--- config.mk ---
export PLATFORM = sky130hd
export DESIGN_NAME = pm_loader_flat
export DESIGN_NICKNAME = d
export VERILOG_FILES = /design/src/rtl/pm_loader_pkg.sv /design/src/rtl/pm_loader_if.sv /design/src/rtl/pm_loader_sync_2ff.sv /design/src/rtl/pm_loader.sv /design/src/flat_wrapper.sv
export SDC_FILE = /design/constraint.sdc
export NUM_CORES = 1
export LEC_CHECK = 0
export ABC_AREA = 1
export CAP_MARGIN = 30
export CORE_MARGIN = 4
export CORE_UTILIZATION = 53
export CTS_CLUSTER_DIAMETER = 50
export DETAILED_ROUTE_END_ITERATION = 6
export GPL_ROUTABILITY_DRIVEN = 0
export GPL_TIMING_DRIVEN = 1
export PLACE_DENSITY = 0.91
export RECOVER_POWER = 25
export SETUP_SLACK_MARGIN = 0.1
export SKIP_LAST_GASP = 1
export SLEW_MARGIN = 15
export SYNTH_ARGS = -nofsm -noshare
export SYNTH_HDL_FRONTEND = slang
export SYNTH_SLANG_ARGS = --single-unit
--- constraint.sdc ---
create_clock -name clk -period 2.7 [get_ports clk]
set_clock_uncertainty 0.05 [all_clocks]
set_input_delay 0.27 -clock clk [delete_from_list [all_inputs] [get_ports clk]]
set_output_delay 0.27 -clock clk [all_outputs]
set_load 0.05 [all_outputs]
--- src/rtl/pm_loader_pkg.sv ---
// Shared types and constants for the program-memory loader.
package pm_loader_pkg;

    localparam int DEF_DATA_WIDTH = 32;
    localparam int DEF_ADD_WIDTH  = 7;
    localparam int DEF_WIDTH      = 8;

    // Flops in each pad synchronizer chain.
    localparam int SYNC_STAGES = 2;

    typedef enum logic [1:0] {
        HOLD  = 2'd0,
        LOAD  = 2'd1,
        WRITE = 2'd2,
        RUN   = 2'd3
    } state_t;

    // Bytes per instruction word; data width must be a multiple of the pad width.
    function automatic int calc_bpw(input int data_width, input int width);
        return data_width / width;
    endfunction

endpackage

--- src/rtl/pm_loader_if.sv ---
// Pad-side inputs and program-memory/CPU-side outputs of the loader.
interface pm_loader_if
    import pm_loader_pkg::*;
#(
    parameter int DATA_WIDTH = DEF_DATA_WIDTH,
    parameter int ADD_WIDTH  = DEF_ADD_WIDTH,
    parameter int WIDTH      = DEF_WIDTH
);
    logic                  load_en;
    logic                  byte_strobe;
    logic [WIDTH-1:0]      byte_in;
    logic                  pm_wr_en;
    logic [ADD_WIDTH-1:0]  pm_addr;
    logic [DATA_WIDTH-1:0] pm_wdata;
    logic                  cpu_rst_n;
    logic [ADD_WIDTH:0]    word_count;
    logic                  full;

    // Pad / environment side.
    modport master (
        output load_en, byte_strobe, byte_in,
        input  pm_wr_en, pm_addr, pm_wdata, cpu_rst_n, word_count, full
    );

    // Loader side.
    modport slave (
        input  load_en, byte_strobe, byte_in,
        output pm_wr_en, pm_addr, pm_wdata, cpu_rst_n, word_count, full
    );
endinterface

--- src/rtl/pm_loader_sync_2ff.sv ---
// Two-flop synchronizer for an asynchronous single-bit pad.
module sync_2ff
    import pm_loader_pkg::*;
(
    input  logic clk,
    input  logic rst_n,
    input  logic d,
    output logic q
);
    logic [SYNC_STAGES-1:0] chain;

    // Shift the pad level through the metastability chain.
    always_ff @(posedge clk or negedge rst_n) begin
        if (!rst_n) begin
            chain <= '0;
        end else begin
            // NOTE: sequential state always uses non-blocking assignment so every
            // flop samples the pre-edge value of its neighbour.
            chain <= {chain[SYNC_STAGES-2:0], d};
        end
    end

    assign q = chain[SYNC_STAGES-1];
endmodule

--- src/rtl/pm_loader.sv ---
// Program-memory loader: assembles pad bytes into words, writes them at an
// auto-incrementing address and holds the CPU in reset while loading.
module pm_loader
    import pm_loader_pkg::*;
#(
    parameter int DATA_WIDTH = DEF_DATA_WIDTH,
    parameter int ADD_WIDTH  = DEF_ADD_WIDTH,
    parameter int WIDTH      = DEF_WIDTH
) (
    input  logic         clk,
    input  logic         rst_n,
    pm_loader_if.slave   bus
);
    localparam int BPW   = calc_bpw(DATA_WIDTH, WIDTH);
    localparam int CNT_W = (BPW > 1) ? $clog2(BPW) : 1;
    localparam logic [CNT_W-1:0]     LAST_BYTE = CNT_W'(BPW - 1);
    localparam logic [ADD_WIDTH-1:0] LAST_ADDR = '1;

    logic load_en_s;
    logic strobe_s;
    logic strobe_d;
    logic byte_event;

    state_t state;
    state_t next_state;

    logic take_byte;
    logic commit_write;
    logic drop_partial;
    logic clear_session;

    logic [CNT_W-1:0]      byte_cnt;
    logic [DATA_WIDTH-1:0] word_q;
    logic [ADD_WIDTH-1:0]  addr_q;
    logic [ADD_WIDTH:0]    count_q;
    logic                  full_q;
    logic                  wr_en_q;
    logic                  cpu_rst_n_q;

    sync_2ff u_sync_load_en (
        .clk   (clk),
        .rst_n (rst_n),
        .d     (bus.load_en),
        .q     (load_en_s)
    );

    sync_2ff u_sync_strobe (
        .clk   (clk),
        .rst_n (rst_n),
        .d     (bus.byte_strobe),
        .q     (strobe_s)
    );

    assign byte_event = strobe_s & ~strobe_d;

    // State register.
    always_ff @(posedge clk or negedge rst_n) begin
        if (!rst_n) begin
            state <= HOLD;
        end else begin
            state <= next_state;
        end
    end

    // Next-state and datapath control decode.
    always_comb begin
        // NOTE: every signal gets a default first so no path leaves it unassigned,
        // which would otherwise infer a latch.
        next_state    = state;
        take_byte     = 1'b0;
        commit_write  = 1'b0;
        drop_partial  = 1'b0;
        clear_session = 1'b0;
        unique case (state)
            HOLD: begin
                next_state = load_en_s ? LOAD : RUN;
            end
            LOAD: begin
                // Leaving load mode wins over a coincident byte.
                if (!load_en_s) begin
                    next_state   = RUN;
                    drop_partial = 1'b1;
                end else if (byte_event && !full_q) begin
                    take_byte = 1'b1;
                    if (byte_cnt == LAST_BYTE) begin
                        next_state = WRITE;
                    end
                end
            end
            WRITE: begin
                // The write always completes before load mode can end.
                commit_write = 1'b1;
                next_state   = load_en_s ? LOAD : RUN;
            end
            RUN: begin
                if (load_en_s) begin
                    next_state    = LOAD;
                    clear_session = 1'b1;
                end
            end
            default: next_state = HOLD;
        endcase
    end

    // Word assembly, address/count bookkeeping and registered outputs.
    always_ff @(posedge clk or negedge rst_n) begin
        if (!rst_n) begin
            strobe_d    <= 1'b0;
            byte_cnt    <= '0;
            word_q      <= '0;
            addr_q      <= '0;
            count_q     <= '0;
            full_q      <= 1'b0;
            wr_en_q     <= 1'b0;
            cpu_rst_n_q <= 1'b0;
        end else begin
            strobe_d <= strobe_s;

            if (clear_session) begin
                addr_q   <= '0;
                count_q  <= '0;
                byte_cnt <= '0;
                full_q   <= 1'b0;
            end

            if (drop_partial) begin
                byte_cnt <= '0;
            end

            // Little-endian assembly: each new byte enters at the top and the
            // first byte of a word ends up in the lowest lane.
            if (take_byte) begin
                word_q   <= DATA_WIDTH'({bus.byte_in, word_q} >> WIDTH);
                byte_cnt <= (byte_cnt == LAST_BYTE) ? '0 : byte_cnt + CNT_W'(1);
            end

            // Address wraps naturally; the last slot raises the sticky full flag.
            if (commit_write) begin
                addr_q  <= addr_q + ADD_WIDTH'(1);
                count_q <= count_q + (ADD_WIDTH + 1)'(1);
                if (addr_q == LAST_ADDR) begin
                    full_q <= 1'b1;
                end
            end

            // Write strobe is high exactly while the state register holds WRITE.
            wr_en_q     <= (next_state == WRITE);
            // CPU leaves reset one cycle after RUN is entered and drops on exit.
            cpu_rst_n_q <= (state == RUN) && (next_state == RUN);
        end
    end

    assign bus.pm_wr_en   = wr_en_q;
    assign bus.pm_addr    = addr_q;
    assign bus.pm_wdata   = word_q;
    assign bus.cpu_rst_n  = cpu_rst_n_q;
    assign bus.word_count = count_q;
    assign bus.full       = full_q;

endmodule
--- src/flat_wrapper.sv ---
// flat-port wrapper written by rule: the top's interface ports become plain ports
module pm_loader_flat import pm_loader_pkg::*;
#(
    parameter int DATA_WIDTH = DEF_DATA_WIDTH,
    parameter int ADD_WIDTH  = DEF_ADD_WIDTH,
    parameter int WIDTH      = DEF_WIDTH
)
  (clk, rst_n, bus_load_en, bus_byte_strobe, bus_byte_in, bus_pm_wr_en, bus_pm_addr, bus_pm_wdata, bus_cpu_rst_n, bus_word_count, bus_full);
  pm_loader_if #(.DATA_WIDTH(DATA_WIDTH), .ADD_WIDTH(ADD_WIDTH), .WIDTH(WIDTH)) bus_i ();
  input  logic clk;
  input  logic rst_n;
  input wire logic [$bits(bus_i.load_en)-1:0] bus_load_en;
  input wire logic [$bits(bus_i.byte_strobe)-1:0] bus_byte_strobe;
  input wire logic [$bits(bus_i.byte_in)-1:0] bus_byte_in;
  output wire logic [$bits(bus_i.pm_wr_en)-1:0] bus_pm_wr_en;
  output wire logic [$bits(bus_i.pm_addr)-1:0] bus_pm_addr;
  output wire logic [$bits(bus_i.pm_wdata)-1:0] bus_pm_wdata;
  output wire logic [$bits(bus_i.cpu_rst_n)-1:0] bus_cpu_rst_n;
  output wire logic [$bits(bus_i.word_count)-1:0] bus_word_count;
  output wire logic [$bits(bus_i.full)-1:0] bus_full;
  assign bus_i.load_en = bus_load_en;
  assign bus_i.byte_strobe = bus_byte_strobe;
  assign bus_i.byte_in = bus_byte_in;
  assign bus_pm_wr_en = bus_i.pm_wr_en;
  assign bus_pm_addr = bus_i.pm_addr;
  assign bus_pm_wdata = bus_i.pm_wdata;
  assign bus_cpu_rst_n = bus_i.cpu_rst_n;
  assign bus_word_count = bus_i.word_count;
  assign bus_full = bus_i.full;
  pm_loader #(.DATA_WIDTH(DATA_WIDTH), .ADD_WIDTH(ADD_WIDTH), .WIDTH(WIDTH)) u_core (.clk(clk), .rst_n(rst_n), .bus(bus_i));
endmodule
==> key figures, run 1 <==
Outcome
  – Run status: finished, final reports clean

Critical path
  – WP data arrival: between 1.5 and 2 ns
  – Critical-path top delay cell: clkdlybuf4s50_1
  – Max stage delay on crit path: slightly above 0.8 ns
  – Crit path capture type: output pin
  – Critical path startpoint category: flop
  – Worst path top cell family by delay: buffers and inverters
  – Buf/Inv on CP: 1
  – CP Launch Point: u_core.bus.word_count[0]
  – Crit Path Class: flop to output pin
  – WP data required: 2.38 ns
  – Crit-path cells: clkdlybuf4s50_1
  – Worst reg2reg startpoint: u_core.state[1]
  – Crit Path Max Fanout: 5

STA
  – Final Max Slew Viols: 0
  – Final Hold Fails: 0
  – Worst hold margin: 0.296 ns
  – Tightest Pin Transition: between 1 and 1.5 ns
  – Fmax: about 0.53 GHz
  – Relative slew slack: about 6.2%
  – Setup violators final: 0
  – Fin crit share: 70.2%
  – Min Tclk post-route: between 1.5 and 2 ns
  – RSZ-0062 raised after global routing: no
  – Final setup TNS: 0 ns

Global route
  – Number of global-route vias before repair: ~1900
  – Antenna violations before repair: 0
  – Pin count of the biggest net entering global routing: between 60 and 70
  – First-pass GRT wire length: 8.91 mm
  – Total global routing overflow: 0
  – GRT Overall Usage: about a fifth

Place
  – Placed insts: 379
  – Port Buffers: 61
  – Detailed placement HPWL: between 3 and 4 mm

Synth
  – Async set-reset flop share out of synthesis: 100%
  – Cell variety after synth: 25
  – Yosys warning count: 0
  – Sequential share of the synthesized area: roughly three fifths
  – Largest cells by area after synthesis: dfrtp_1, nand2_1, inv_1
  – Syn_area_per_cell: between 9 and 10 um^2
  – Synth Net Count: 288
  – Netlist Area Pre-Place: between 0.002 and 0.003 mm^2
  – Synth Instances: roughly 270
  – Top FF cell, synth: dfrtp_1
  – Yosys top cell area share: 58.2%
  – Most common cell in the netlist: nand2_1
  – Synthesis-stage register bit count: 59
  – Post-synth EDFFs: 0
  – Cell taking the most area after synthesis: dfrtp_1
  – Commonest cells in the netlist: nand2_1, dfrtp_1, inv_1

Final layout
  – Share of cells above drive strength 1: around a tenth
  – Storage cell area: 0.00148 mm^2
  – Fillers: between 300 and 400
  – Final nets: approximately 350
  – # diodes: 0
  – Synthesis-to-finish area growth: 32.3%
  – Area occupied by multi-input gates: ~800 um^2
  – Final instance count without filler cells: between 300 and 400

Power and ir drop
  – Max VDD drop: around 0.00066 V
  – Pleak: ~1.6 nW
  – PD cells: 830 mW/mm^2
  – Power, Total: around 0.0028 W

Floorplanning
  – Starting Density: a little under three fifths
  – Die width: 77.2 um
  – Core area: 0.00450 mm^2
  – # IOs: just over 60
  – Core Rows: 24
  – Chip height: about 77 um
  – Die area: slightly below 0.006 mm^2

Route
  – First DRT Iteration DRCs: about 120
  – Wire per inst: roughly 13 um
  – DRT Pass-1 Iters: 4
  – Via count: about 2000
  – ANT nets after route: 0
  – Residual DRC: 0
  – Drt total wl: slightly above 5 mm
  – Vias per Instance: approximately 5

CTS
  – Clk Latency, worst-skew pair: 0.33 ns
  – CTS root buf: clkbuf_8
  – Clock transition at the registers of the reported paths: roughly 0.06 ns
  – CTS buffer count: 9
  – Clk sink count: 59
  – Number of H-tree levels: 3
  – Post-CTS Setup Inserts: 0
  – CTS Hold Bufs: 0
  – Post-CTS resize count: 0
  – TritonCTS clock tree: yes
  – CTS Buffer Depth: 2

Run
  – Max-cap violations: 0

Min path
  – Worst min path class: primary input to async pin
worst paths after layout:
kind	end	slack [ns]	cells after the start
max	bus_word_count[0]	0.80	1
min in group clk	u_core.u_sync_strobe.chain[1]	0.30	0
max reg2reg	u_core.bus.pm_wdata[22]	1.14	5
min reg2reg	u_core.u_sync_strobe.chain[1]	0.30	0
min	u_core.bus.pm_wdata[31]	0.30	2
max in group asynchronous	u_core.bus.pm_wdata[8]	1.45	2
where the power goes:
group	internal [W]	leakage, nW	switching, W
Sequential	0.00101	0.765	0.0000971
Combinational	0.000296	0.750	0.000623
Clock	0.000451	0.0947	0.000309
Total	0.00176	1.61	0.00103
flip-flops by register name, summed over array words and instances (netlist names):
register,flops
u_core.u_sync_strobe.chain,2
u_core.bus.full,1
u_core.bus.pm_wdata,32
u_core.bus.cpu_rst_n,1
u_core.bus.pm_wr_en,1
u_core.strobe_d,1
u_core.byte_cnt,2
u_core.bus.pm_addr,7
u_core.bus.word_count,8
u_core.u_sync_load_en.chain,2
u_core.state,2
through the flow:
| step | utilization, % | worst slack (ns) | cell area (um^2) |
|---|---|---|---|
| 6_report | 74.6 | 0.804 | 3360 |
| 5_1_grt | 74.6 | 0.733 | 3360 |
| 4_1_cts | 74.2 | 0.690 | 3340 |
| 3_5_place_dp | 70.0 | 0.725 | 3150 |
| 3_3_place_gp | 70.0 | 0.805 | 3150 |
| 2_1_floorplan | - | 1.17 | 2540 |
layout make-up:
type / count / area share, %
clock buffer: 14 / 4.54
clock inverter: 2 / 1.04
tap: 52 / 1.94
timing repair buffer: 63 / 18.8
multi-input combinational: 157 / 24.3
sequential: 59 / 43.9
inverter: 49 / 5.47
cell usage in the layout, fill, tap and decap left out, types with 4 or more instances in the layout:
master / Yosys / layout
clkdlybuf4s50_1: 0 / 58
o21ai_0: 11 / 11
inv_1: 47 / 47
dfrtp_1: 59 / 59
nor2_1: 12 / 12
clkbuf_8: 0 / 10
clkbuf_1: 0 / 4
nand2_1: 68 / 68
o21ai_2: 15 / 15
nand3_1: 15 / 15
o21ai_1: 16 / 16
nand4_1: 4 / 4
routing by layer:
layer	up-vias	GRT usage, %	wire [um]
met5	-	0	0
met4	0	10.9	139
met3	12	4.92	226
met2	51	31.5	2600
met1	909	23.1	2210
li1	1003	-	-
kinds of logic (layout without fill, tap and decap cells):
| group | Yosys count | after routing | synth area share (%) |
|---|---|---|---|
| flip-flops | 59 | 59 | 58.2 |
| AO/OA/AOI/OAI | 49 | 49 | 12.6 |
| adder cells (fa/ha/maj) | 3 | 3 | 1.48 |
| buffers and inverters | 57 | 128 | 10.1 |
| AND/OR/NAND/NOR | 105 | 105 | 17.7 |
Note: power is estimated with default switching activity, not from simulation.
==> run 2, diff against run 1 <==
--- a/config.mk
+++ b/config.mk
@@ -8,12 +8,12 @@
 export ABC_AREA = 1
 export CAP_MARGIN = 30
 export CORE_MARGIN = 4
-export CORE_UTILIZATION = 53
+export CORE_UTILIZATION = 44
 export CTS_CLUSTER_DIAMETER = 50
 export DETAILED_ROUTE_END_ITERATION = 6
 export GPL_ROUTABILITY_DRIVEN = 0
 export GPL_TIMING_DRIVEN = 1
-export PLACE_DENSITY = 0.91
+export PLACE_DENSITY = 0.81
 export RECOVER_POWER = 25
 export SETUP_SLACK_MARGIN = 0.1
 export SKIP_LAST_GASP = 1
==> constraint.sdc (replaced) <==
create_clock -name clk -period 1.6 [get_ports clk]
set_clock_uncertainty 0.05 [all_clocks]
set_input_delay 0.16 -clock clk [delete_from_list [all_inputs] [get_ports clk]]
set_output_delay 0.16 -clock clk [all_outputs]
set_load 0.05 [all_outputs]
==> run 2 against run 1 <==
Net effect:
- register-to-register slack worse by 0.95 ns
- die area is 18% higher
- clock power is 68% higher
- non-clock buffer count is 3 higher
- setup slack worse by 0.61 ns
- design area is 1.8% lower
- core utilization is 15 points lower
- sequential share of layout area is 0.88 points higher
- cell count is 5.6% higher
- critical endpoint is now u_core.bus.word_count[6]
==> key figures, run 2 (synthesis results as in run 1) <==
Outcome
  – Run status: finished, final reports clean

Critical path
  – Crit path capture type: flop
  – Crit Path Class: flop to flop
  – Critical-path top delay cell: dfrtp_1
  – WP data required: around 1.8 ns
  – Buf/Inv on CP: 2
  – Worst reg2reg startpoint: u_core.state[1]
  – WP data arrival: about 1.6 ns
  – CP Launch Point: u_core.state[1]
  – Crit Path Max Fanout: 10
  – Crit-path cells: nand2_2 > clkinv_1 > nand2_1 > nand3_1 > nand2_1 > inv_1
  – Reg-to-reg setup timing slack: approximately 0.19 ns
  – Worst path top cell family by delay: simple AND/OR/NAND/NOR gates
  – Max stage delay on crit path: 0.45 ns
  – Register-to-Register Path Depth: 6
  – Crit-path most repeated cell: nand2_1
  – Critical path startpoint category: flop
  – RR Endpoint: u_core.bus.word_count[6]

Power and ir drop
  – PD cells: around 1400 mW/mm^2
  – Power, Total: between 0.004 and 0.005 W
  – Max VDD drop: approximately 0.00076 V
  – Pleak: 1.71 nW

CTS
  – CTS root buf: clkbuf_8
  – TritonCTS clock tree: yes
  – CTS buffer count: 9
  – Clk sink count: slightly below 60
  – Post-CTS Setup Inserts: 0
  – Clk Latency, worst-skew pair: between 0.3 and 0.4 ns
  – CTS Hold Bufs: 1
  – Post-CTS resize count: 0
  – Number of H-tree levels: 3
  – Clock transition at the registers of the reported paths: 0.06 ns
  – CTS Buffer Depth: 2

STA
  – Fmax: roughly 0.71 GHz
  – RSZ-0062 raised after global routing: no
  – Setup violators final: 0
  – Final setup TNS: 0 ns
  – Tightest Pin Transition: 0.766 ns
  – Min Tclk post-route: ~1.4 ns
  – Relative slew slack: 48.9%
  – Fin crit share: 88.0%
  – Final Max Slew Viols: 0
  – Final Hold Fails: 0

Final layout
  – Share of cells above drive strength 1: a little over a quarter
  – Commonest non-fill, non-tap cell in the layout: nand2_1
  – Number of flip-flops in the largest register: 32
  – Synthesis-to-finish area growth: 30.0%
  – Area occupied by multi-input gates: around 820 um^2
  – Design Area, Final: about 0.0033 mm^2
  – # diodes: 0
  – Fillers: ~500
  – Storage cell area: roughly 0.0015 mm^2
  – Most frequent cells in the layout: nand2_1, dfrtp_1, buf_4
  – Final nets: ~360

Global route
  – GR Layer Usage met3: between 4 and 5%
  – Pin count of the biggest net entering global routing: 67
  – Global routing's busiest layer: met2
  – Antenna violations before repair: 0
  – First-pass GRT wire length: between 8 and 9 mm
  – Number of global-route vias before repair: ~1800
  – M2 GR Usage: a little under a quarter
  – GRT met1 Usage: between 15 and 20%
  – Total global routing overflow: 0
  – GRT Overall Usage: between 10% and 20%

Route
  – Wire per inst: between 10 and 15 um
  – Residual DRC: 0
  – DRT Pass-1 Iters: 4
  – First DRT Iteration DRCs: roughly 130
  – ANT nets after route: 0
  – Drt total wl: ~4.9 mm
  – Via count: about 1900
  – Vias per Instance: around 4.6

Floorplanning
  – Core Rows: 27
  – # IOs: 62
  – Die area: 0.00705 mm^2
  – Core area: ~0.0055 mm^2
  – Starting Density: approximately 46%
  – Chip height: about 84 um
  – Die width: approximately 84 um

Place
  – Port Buffers: about 60
  – DP Area: roughly 0.0031 mm^2
  – Detailed placement HPWL: 3.49 mm

Min path
  – WHS Path Cells: 0
  – Worst-case hold path end point: u_core.u_sync_strobe.chain[1]
  – Worst min path class: flop to flop
  – HP Start: u_core.u_sync_strobe.chain[0]

Run
  – Max-cap violations: 0
run 2: cell count changes in the layout (fill, tap and decap cells not counted), sizes merged:
cell and change:
buf +52, bufinv -1, clkdlybuf4s50 -50, dlygate4sd3 +1
run 2: how the worst max path moves through the flow:
stage / to / slack (ns) / depth (start not counted)
global placement: u_core.bus.word_count[6] / 0.27 / 6
finish: u_core.bus.word_count[6] / 0.19 / 6
floorplan: u_core.bus.word_count[6] / 0.12 / 8
CTS: u_core.bus.word_count[6] / 0.21 / 6
global route: u_core.bus.word_count[6] / 0.10 / 6
detailed placement: u_core.bus.word_count[6] / 0.21 / 6
run 2: final cells by class:
type	count	share of cell area, %
sequential	59	44.8
timing repair buffer	66	16.2
tap	72	2.73
clock inverter	1	0.152
inverter	49	5.57
multi-input combinational	157	24.7
clock buffer	14	5.84
run 2: metal layers:
| layer | part of all wire (%) | vias to the layer above |
|---|---|---|
| met4 | 1.5 | 0 |
| li1 | - | 1002 |
| met1 | 48 | 855 |
| met2 | 46 | 41 |
| met5 | 0 | - |
| met3 | 4.5 | 6 |
run 2: power by group:
part,total [W],switching (W),internal [W]
Clock,0.00128,0.000521,0.000763
Sequential,0.00188,0.000169,0.00171
Combinational,0.00147,0.00104,0.000430
run 2: metrics by stage:
stage / std cells / setup WS, ns / utilization [%] / hold WS [ns]
final: 418 / 0.192 / 59.6 / 0.302
after global routing: 418 / 0.103 / 59.6 / 0.304
after CTS: 418 / 0.207 / 59.8 / 0.209
after detailed placement: 402 / 0.212 / 56.0 / 0.135
after global placement: 402 / 0.271 / 56.0 / 0.134
after floorplan: 273 / 0.121 / - / -0.186
==> run 3, diff against run 2 <==
--- a/config.mk
+++ b/config.mk
@@ -6,7 +6,7 @@
 export NUM_CORES = 1
 export LEC_CHECK = 0
 export ABC_AREA = 1
-export CAP_MARGIN = 30
+export CAP_MARGIN = 20
 export CORE_MARGIN = 4
 export CORE_UTILIZATION = 44
 export CTS_CLUSTER_DIAMETER = 50
==> results of run 3 <==
No change in the layout: final DEF, timing and power equal those of run 2.
